## config.mk

```make
export PLATFORM = sky130hd
export DESIGN_NAME = controle_trava
export DESIGN_NICKNAME = d
export VERILOG_FILES = /design/src/rtl/cofre_pkg.sv /design/src/rtl/sincroniza_borda.sv /design/src/rtl/controle_trava.sv
export SDC_FILE = /design/constraint.sdc
export NUM_CORES = 1
export LEC_CHECK = 0
export CORE_MARGIN = 5
export CORE_UTILIZATION = 45
export CTS_BUF_LIST = sky130_fd_sc_hd__clkbuf_8
export DETAILED_ROUTE_END_ITERATION = 8
export RECOVER_POWER = 25
export SKIP_CTS_REPAIR_TIMING = 1
export SLEW_MARGIN = 20
export SYNTH_ARGS = -nofsm -noshare
export SYNTH_HDL_FRONTEND = slang
export SYNTH_HIERARCHICAL = 1
export SYNTH_SLANG_ARGS = --single-unit
export TNS_END_PERCENT = 10
```

## constraint.sdc

```tcl
create_clock -name clk_27 -period 2.8 [get_ports clk_27]
set_input_delay 0.56 -clock clk_27 [delete_from_list [all_inputs] [get_ports clk_27]]
set_output_delay 0.56 -clock clk_27 [all_outputs]
set_load 0.05 [all_outputs]
```

## src/rtl/cofre_pkg.sv

```systemverilog
// rtl/cofre_pkg.sv - shared state encoding and widths for the safe lock controller
package cofre_pkg;

  localparam int CLK_HZ   = 27000000;
  localparam int W_SEG    = 6;
  localparam int W_FALHAS = 2;

  typedef enum logic [1:0] {
    FECHADO      = 2'd0,
    ABERTO       = 2'd1,
    ALERTA_PORTA = 2'd2,
    BLOQUEADO    = 2'd3
  } estado_t;

endpackage

```

## src/rtl/sincroniza_borda.sv

```systemverilog
// rtl/sincroniza_borda.sv - 2-flop synchronizer with rising-edge pulse
module sincroniza_borda (
  input  logic clk_27,
  input  logic reset,
  input  logic entrada,
  output logic nivel,
  output logic pulso
);

  logic s1_q, s2_q, ant_q;

  always_ff @(posedge clk_27 or posedge reset) begin
    if (reset) begin
      s1_q  <= 1'b0;
      s2_q  <= 1'b0;
      ant_q <= 1'b0;
    end else begin
      s1_q  <= entrada;
      s2_q  <= s1_q;
      ant_q <= s2_q;
    end
  end

  assign nivel = s2_q;
  assign pulso = s2_q & ~ant_q;

endmodule

```

## src/rtl/controle_trava.sv

```systemverilog
// rtl/controle_trava.sv - lock solenoid, door alarm and brute-force lockout controller
module controle_trava
  import cofre_pkg::*;
#(
  parameter int TICK_DIV     = CLK_HZ,
  parameter int ABERTO_SEG   = 5,
  parameter int BLOQUEIO_SEG = 30,
  parameter int MAX_FALHAS   = 3
) (
  input  logic              clk_27,
  input  logic              reset,
  input  logic              aceitoID,
  input  logic              falhaID,
  input  logic              porta_aberta,
  output logic              trava_aberta,
  output logic              alarme,
  output logic              bloqueado,
  output logic [W_FALHAS-1:0] falhas,
  output logic [W_SEG-1:0]  segundos_restantes
);

  localparam int W_PRE = (TICK_DIV > 1) ? $clog2(TICK_DIV) : 1;
  localparam logic [W_PRE-1:0]    PRE_MAX    = W_PRE'(TICK_DIV - 1);
  localparam logic [W_SEG-1:0]    SEG_ABERTO = W_SEG'(ABERTO_SEG);
  localparam logic [W_SEG-1:0]    SEG_BLOQ   = W_SEG'(BLOQUEIO_SEG);
  localparam logic [W_FALHAS-1:0] FALHAS_MAX = W_FALHAS'(MAX_FALHAS);

  if (TICK_DIV < 1) begin : g_erro_tick
    $error("TICK_DIV must be at least 1");
  end
  if (ABERTO_SEG < 1 || ABERTO_SEG > 63) begin : g_erro_aberto
    $error("ABERTO_SEG out of range 1..63");
  end
  if (BLOQUEIO_SEG < 1 || BLOQUEIO_SEG > 63) begin : g_erro_bloqueio
    $error("BLOQUEIO_SEG out of range 1..63");
  end
  if (MAX_FALHAS < 1 || MAX_FALHAS > 3) begin : g_erro_falhas
    $error("MAX_FALHAS out of range 1..3");
  end

  logic ok_nivel, ok_pulso, falha_nivel, falha_pulso, porta_nivel, porta_pulso;
  logic unused_sinais;

  sincroniza_borda u_sinc_ok (
    .clk_27(clk_27), .reset(reset), .entrada(aceitoID), .nivel(ok_nivel), .pulso(ok_pulso)
  );
  sincroniza_borda u_sinc_falha (
    .clk_27(clk_27), .reset(reset), .entrada(falhaID), .nivel(falha_nivel), .pulso(falha_pulso)
  );
  sincroniza_borda u_sinc_porta (
    .clk_27(clk_27), .reset(reset), .entrada(porta_aberta), .nivel(porta_nivel), .pulso(porta_pulso)
  );

  assign unused_sinais = ^{ok_nivel, falha_nivel, porta_pulso};

  estado_t               estado_q, estado_d;
  logic [W_PRE-1:0]      pre_q, pre_d;
  logic [W_SEG-1:0]      seg_q, seg_d;
  logic [W_FALHAS-1:0]   falhas_q, falhas_d, falhas_inc;
  logic                  trava_q, alarme_q, bloq_q;
  logic                  tick, entra_temporizado;

  assign tick       = (pre_q == PRE_MAX);
  assign falhas_inc = (falhas_q == FALHAS_MAX) ? falhas_q : falhas_q + 1'b1;

  always_comb begin
    estado_d = estado_q;
    seg_d    = seg_q;
    falhas_d = falhas_q;
    case (estado_q)
      FECHADO: begin
        // A simultaneous accept and reject counts only as a failure.
        if (falha_pulso) begin
          falhas_d = falhas_inc;
          if (falhas_inc == FALHAS_MAX) begin
            estado_d = BLOQUEADO;
            seg_d    = SEG_BLOQ;
          end
        end else if (ok_pulso) begin
          estado_d = ABERTO;
          falhas_d = '0;
          seg_d    = SEG_ABERTO;
        end
      end
      ABERTO: begin
        if (tick && seg_q != '0) begin
          seg_d = seg_q - 1'b1;
          if (seg_q == W_SEG'(1)) estado_d = porta_nivel ? ALERTA_PORTA : FECHADO;
        end
      end
      ALERTA_PORTA: begin
        seg_d = '0;
        if (!porta_nivel) estado_d = FECHADO;
      end
      BLOQUEADO: begin
        if (tick && seg_q != '0) begin
          seg_d = seg_q - 1'b1;
          if (seg_q == W_SEG'(1)) begin
            estado_d = FECHADO;
            falhas_d = '0;
          end
        end
      end
    endcase
  end

  // Restarting the prescaler on entry makes a timed state last exactly N ticks.
  assign entra_temporizado = (estado_d != estado_q) &&
                             (estado_d == ABERTO || estado_d == BLOQUEADO);

  always_comb begin
    pre_d = pre_q + 1'b1;
    if (entra_temporizado || tick) pre_d = '0;
  end

  always_ff @(posedge clk_27 or posedge reset) begin
    if (reset) begin
      estado_q <= FECHADO;
      pre_q    <= '0;
      seg_q    <= '0;
      falhas_q <= '0;
      trava_q  <= 1'b0;
      alarme_q <= 1'b0;
      bloq_q   <= 1'b0;
    end else begin
      estado_q <= estado_d;
      pre_q    <= pre_d;
      seg_q    <= seg_d;
      falhas_q <= falhas_d;
      trava_q  <= (estado_d == ABERTO);
      alarme_q <= (estado_d == ALERTA_PORTA) || (estado_d == BLOQUEADO);
      bloq_q   <= (estado_d == BLOQUEADO);
    end
  end

  assign trava_aberta       = trava_q;
  assign alarme             = alarme_q;
  assign bloqueado          = bloq_q;
  assign falhas             = falhas_q;
  assign segundos_restantes = seg_q;

endmodule

```

# Word-level counts from Yosys, hierarchy flattened
# Cells that the tools add are included.
word_totals:
  reg_bits: 46
op_classes:
  n_addsub: 3
  n_eq_ne: 16
  mux: 22
  bitwise: 4
  n_reduce_logical: 11
op_table:
  columns: ["cell", "count"]
  rows:
  - ["2-bit two-way mux", 14]
  - ["25-bit by 1-bit adder with 25-bit output, second input constant", 1]
  - ["25-bit == test, second input constant", 1]
  - ["25-bit two-way mux", 1]
  - ["6-bit two-way mux", 4]
  - ["6-bit one-hot mux with 3 select lines", 1]
  - ["2-bit == test, second input constant", 6]
  - ["2-bit one-hot mux with 4 select lines", 1]
  - ["6-bit by 1-bit == test with 1-bit output, second input constant", 1]
  - ["3-bit != test, second input constant", 2]
  - ["6-bit nonzero test", 1]
  - ["6-bit by 1-bit subtractor with 6-bit output, second input constant", 1]
  - ["2-bit by 1-bit == test with 1-bit output, second input constant", 2]
  - ["2-bit != test, second input constant", 2]
  - ["2-bit one-hot mux with 2 select lines", 1]
  - ["4-bit AND reduction", 1]
  - ["1-bit logical OR", 3]
  - ["3-bit AND reduction", 1]
  - ["2-bit by 1-bit adder with 2-bit output, second input constant", 1]
  - ["1-bit AND", 2]
  - ["1-bit logical AND", 2]
  - ["2-bit logical NOT", 1]
  - ["2-bit by 1-bit != test with 1-bit output, second input constant", 1]
  - ["2-bit != test", 1]
  - ["other kinds (3)", 4]

# Longest topological paths before layout
depth:
  depth_word: 11
  mapped_depth: 7

# By module
# The synthesis kept the hierarchy.
modules_own_cells:
  columns: ["module", "n_inst", "cells_each", "area_each_um2", "seq_area_each_um2"]
  rows:
  - ["controle_trava", 1, 223, 2089.5, 950.9]
  - ["sincroniza_borda", 3, 5, 92.6, 75.1]

# Worst setup path before layout
# Ideal clock, no wire load.
synth_path:
  path_kind: "reg2reg"
  from: "reg pre_q[6]"
  to: "reg seg_q[1] (netlist: segundos_restantes[1])"
  setup_time_ps: 125
  t_arrival_ps: 2097
  t_required_ps: 2675
  slack_ps: 578
  path_stages_with_launch: 6
  period_less_slack_ps: 2222
  cell_sequence: "dfrtp_1 buf_6 or4b_1 or4_4 o41ai_4 mux2_4"
synth_via:
  elab_chain_cells: 4
synth_lines:
  columns: ["element", "line", "rtl"]
  rows:
  - ["start, declared", "controle_trava.sv:57", "logic [W_PRE-1:0] pre_q, pre_d;"]
  - ["start signal, assigned", "controle_trava.sv:127", "pre_q <= pre_d;"]
  - ["25-bit == test", "controle_trava.sv:63", "assign tick = (pre_q == PRE_MAX);"]
  - ["1-bit logical AND", "controle_trava.sv:86, controle_trava.sv:96", null]
  - ["2-bit by 1-bit != test with 1-bit output (no source line)", null, null]
  - ["3-bit AND reduction (no source line)", null, null]
  - ["end signal, assigned", "controle_trava.sv:128", "seg_q <= seg_d;"]
  - ["end, declared", "controle_trava.sv:58", "logic [W_SEG-1:0] seg_q, seg_d;"]
# Every way passes these cells.
# A chain may end at the register's enable or synchronous reset.

# Final worst setup path
layout_path:
  from: "reg pre_q[6]"
  to: "reg estado_q[1]"
layout_via:
  elab_chain_cells: 4
  word_cells_on_any_way: 5
  classes_between: "eq/ne (1); mux (3); reduce/logical (1)"
layout_lines:
  columns: ["element", "line", "rtl"]
  rows:
  - ["25-bit == test (*)", "controle_trava.sv:63", null]
  - ["1-bit logical AND (*)", "controle_trava.sv:86, controle_trava.sv:96", null]
  - ["2-bit two-way mux, on equally long branches", "controle_trava.sv:96, controle_trava.sv:86", null]
  - ["2-bit one-hot mux with 4 select lines (*)", "controle_trava.sv:70", "case (estado_q)"]
  - ["named net estado_d[1]", "controle_trava.sv:56", "estado_t estado_q, estado_d;"]
  - ["end signal, assigned", "controle_trava.sv:126", "estado_q <= estado_d;"]
  - ["end, declared", "controle_trava.sv:56", null]
# Mark *: on every way through the listed nets, which the timed path passes. The rest lies on a longest branch.

==> results.json <==
{
  "post-route-util_pct": 52.5,
  "finalCriticalPeriod_ps": 2290,
  "crit_chain": "or4b_1 > or4_4 > nor3_4 > mux2_1 > o211ai_1",
  "clk_pin_slew_ps": 80,
  "crit_path_top_delay_cell": "or4b_1",
  "clock.fmax_ghz": 0.437,
  "power.density_nw_per_um2": 799,
  "ir_worst_vdd_mv": 0.465,
  "layoutNonFillerInstCount": 326,
  "dp_hpwl_mm": 3.37,
  "fin_skew_ps": 6.90,
  "grt_pass1_vias": 1681,
  "met3_usage_pct": 3.95,
  "holdPathStages": 0,
  "cts.sinks": 46,
  "nFillCells": 488,
  "die_h_um": 81.9,
  "wire_per_inst_um": 14.2,
  "via_count": 1738,
  "worstPathRequired_ps": 3020,
  "yosysWarnings": 6,
  "route.detailed.drc": 0,
  "crit_start": "pre_q[6]",
  "period_share_pct": 81.7,
  "dieWidth_um": 81.9,
  "tightestPinTransition_ps": 558,
  "grt_max_degree": 27,
  "dieArea_um2": 6710,
  "grt_antenna_before_repair": 0,
  "worstSkewPairLatency_ps": 290,
  "max_stage_delay_ps": 540,
  "cp_top_family": "simple AND/OR/NAND/NOR gates",
  "drive_gt1_share_pct": 7.03,
  "core_um2": 5070,
  "status": "finished, final reports clean",
  "cts_buffer_depth": 2,
  "boundaryPins": 16,
  "syn_to_final_growth_pct": 14.5,
  "synthCells": 236,
  "worst_hold_path_type": "reg -> reg",
  "drtPass1Iterations": 4,
  "routed_via_density": 5.33,
  "relSlewSlack_pct": 62.8,
  "hold_ws_ps": 363,
  "track_usage_pct": 16.0,
  "worst-path-buf-inv": 0,
  "rr_worst_depth": 5,
  "crit_fanout": 8,
  "setup_viol_count_final": 0,
  "max_cap_violations": 0,
  "grt_use_met2_pct": 24.6,
  "place.gp.congestion": 0.784,
  "avgSynthCellArea_um2": 9.87,
  "io_buffer_count": 15,
  "dr.first_iter.drc_count": 96,
  "htreeDepth": 2,
  "cp.depth": 5,
  "cts_buffers": 5,
  "grt_overflow": 0,
  "crit_path_end_kind": "flop",
  "timing.rr.end": "estado_q[1]",
  "p_leak_nw": 1.16,
  "layout_common_cells": "46 x dfrtp_1, 33 x nor2_1, 16 x nand3_1, 15 x nand2_1, 14 x inv_1",
  "hold_viol_final": 0,
  "r2r_slack_ps": 510,
  "slew_violations": 0,
  "busiest_layer": "met2",
  "r2r_start": "pre_q[6]",
  "layout_commonest_cell": "dfrtp_1",
  "cp_data_arrival_time_ps": 2500,
  "dp.cells": 318,
  "grt_pass1_wl_mm": 8.12,
  "rsz0062_at_grt": "false",
  "path_class": "reg -> reg",
  "syn_area_um2": 2330,
  "rows": 26,
  "initial_core_util_pct": 45.9,
  "antenna_cells": 0,
  "root_buffer": "clkbuf_8",
  "setup_tns_ps": 0,
  "cts_tree": "yes",
  "worstSetupEndpoint": "estado_q[1]",
  "grt_use_met1_pct": 22.6,
  "final_nets": 264,
  "start_kind": "flop",
  "synthesis.nets": 245,
  "wirelength_mm": 4.62,
  "postRouteAntennaNets": 0
}
flip-flops by register name (all words and copies together) (netlist names):
register,cells
segundos_restantes,6
pre_q,25
u_sinc_falha/ant_q,1
u_sinc_porta/nivel,1
u_sinc_falha/nivel,1
bloqueado,1
u_sinc_porta/s1_q,1
estado_q,2
trava_aberta,1
u_sinc_falha/s1_q,1
falhas,2
u_sinc_ok/s1_q,1
alarme,1
u_sinc_ok/ant_q,1
u_sinc_ok/nivel,1
how the worst min path moves through the flow:
stage | from | end | slack [ps]
after floorplan | reset | u_sinc_porta/nivel | 300
after global placement | u_sinc_porta/s1_q | u_sinc_porta/nivel | 330
after detailed placement | u_sinc_ok/s1_q | u_sinc_ok/nivel | 340
after CTS | u_sinc_ok/s1_q | u_sinc_ok/nivel | 360
after global routing | u_sinc_falha/s1_q | u_sinc_falha/nivel | 370
final | u_sinc_ok/s1_q | u_sinc_ok/nivel | 360
routing by layer:
layer,wire length [µm],vias to the layer above
met5,0,-
met4,41,0
met1,2320,843
li1,-,867
met2,2100,24
met3,163,4
stage by stage:
step	power [mW]	instance area (µm²)	setup slack, ps
after floorplan	1.50	2330	578
after global placement	1.73	2570	556
after detailed placement	1.74	2570	532
after CTS	2.15	2670	521
after global routing	2.29	2670	423
final	2.13	2670	513
layout make-up:
cell class | instances | area [µm²] | share of cell area (%)
timing repair buffer | 19 | 193 | 7.23
tap | 70 | 87.6 | 3.28
sequential | 46 | 1150 | 43.2
clock buffer | 6 | 82.6 | 3.10
multi-input combinational | 170 | 1090 | 41.1
clock inverter | 2 | 8.76 | 0.328
inverter | 13 | 48.8 | 1.83
report_power, final:
part	internal [mW]	leakage (nW)	switching (mW)	total, mW
Combinational	0.299	0.525	0.494	0.792
Clock	0.196	0.0524	0.212	0.407
Sequential	0.787	0.583	0.143	0.930
Total	1.28	1.16	0.848	2.13
No activity file was read; power rests on OpenSTA's default activity.
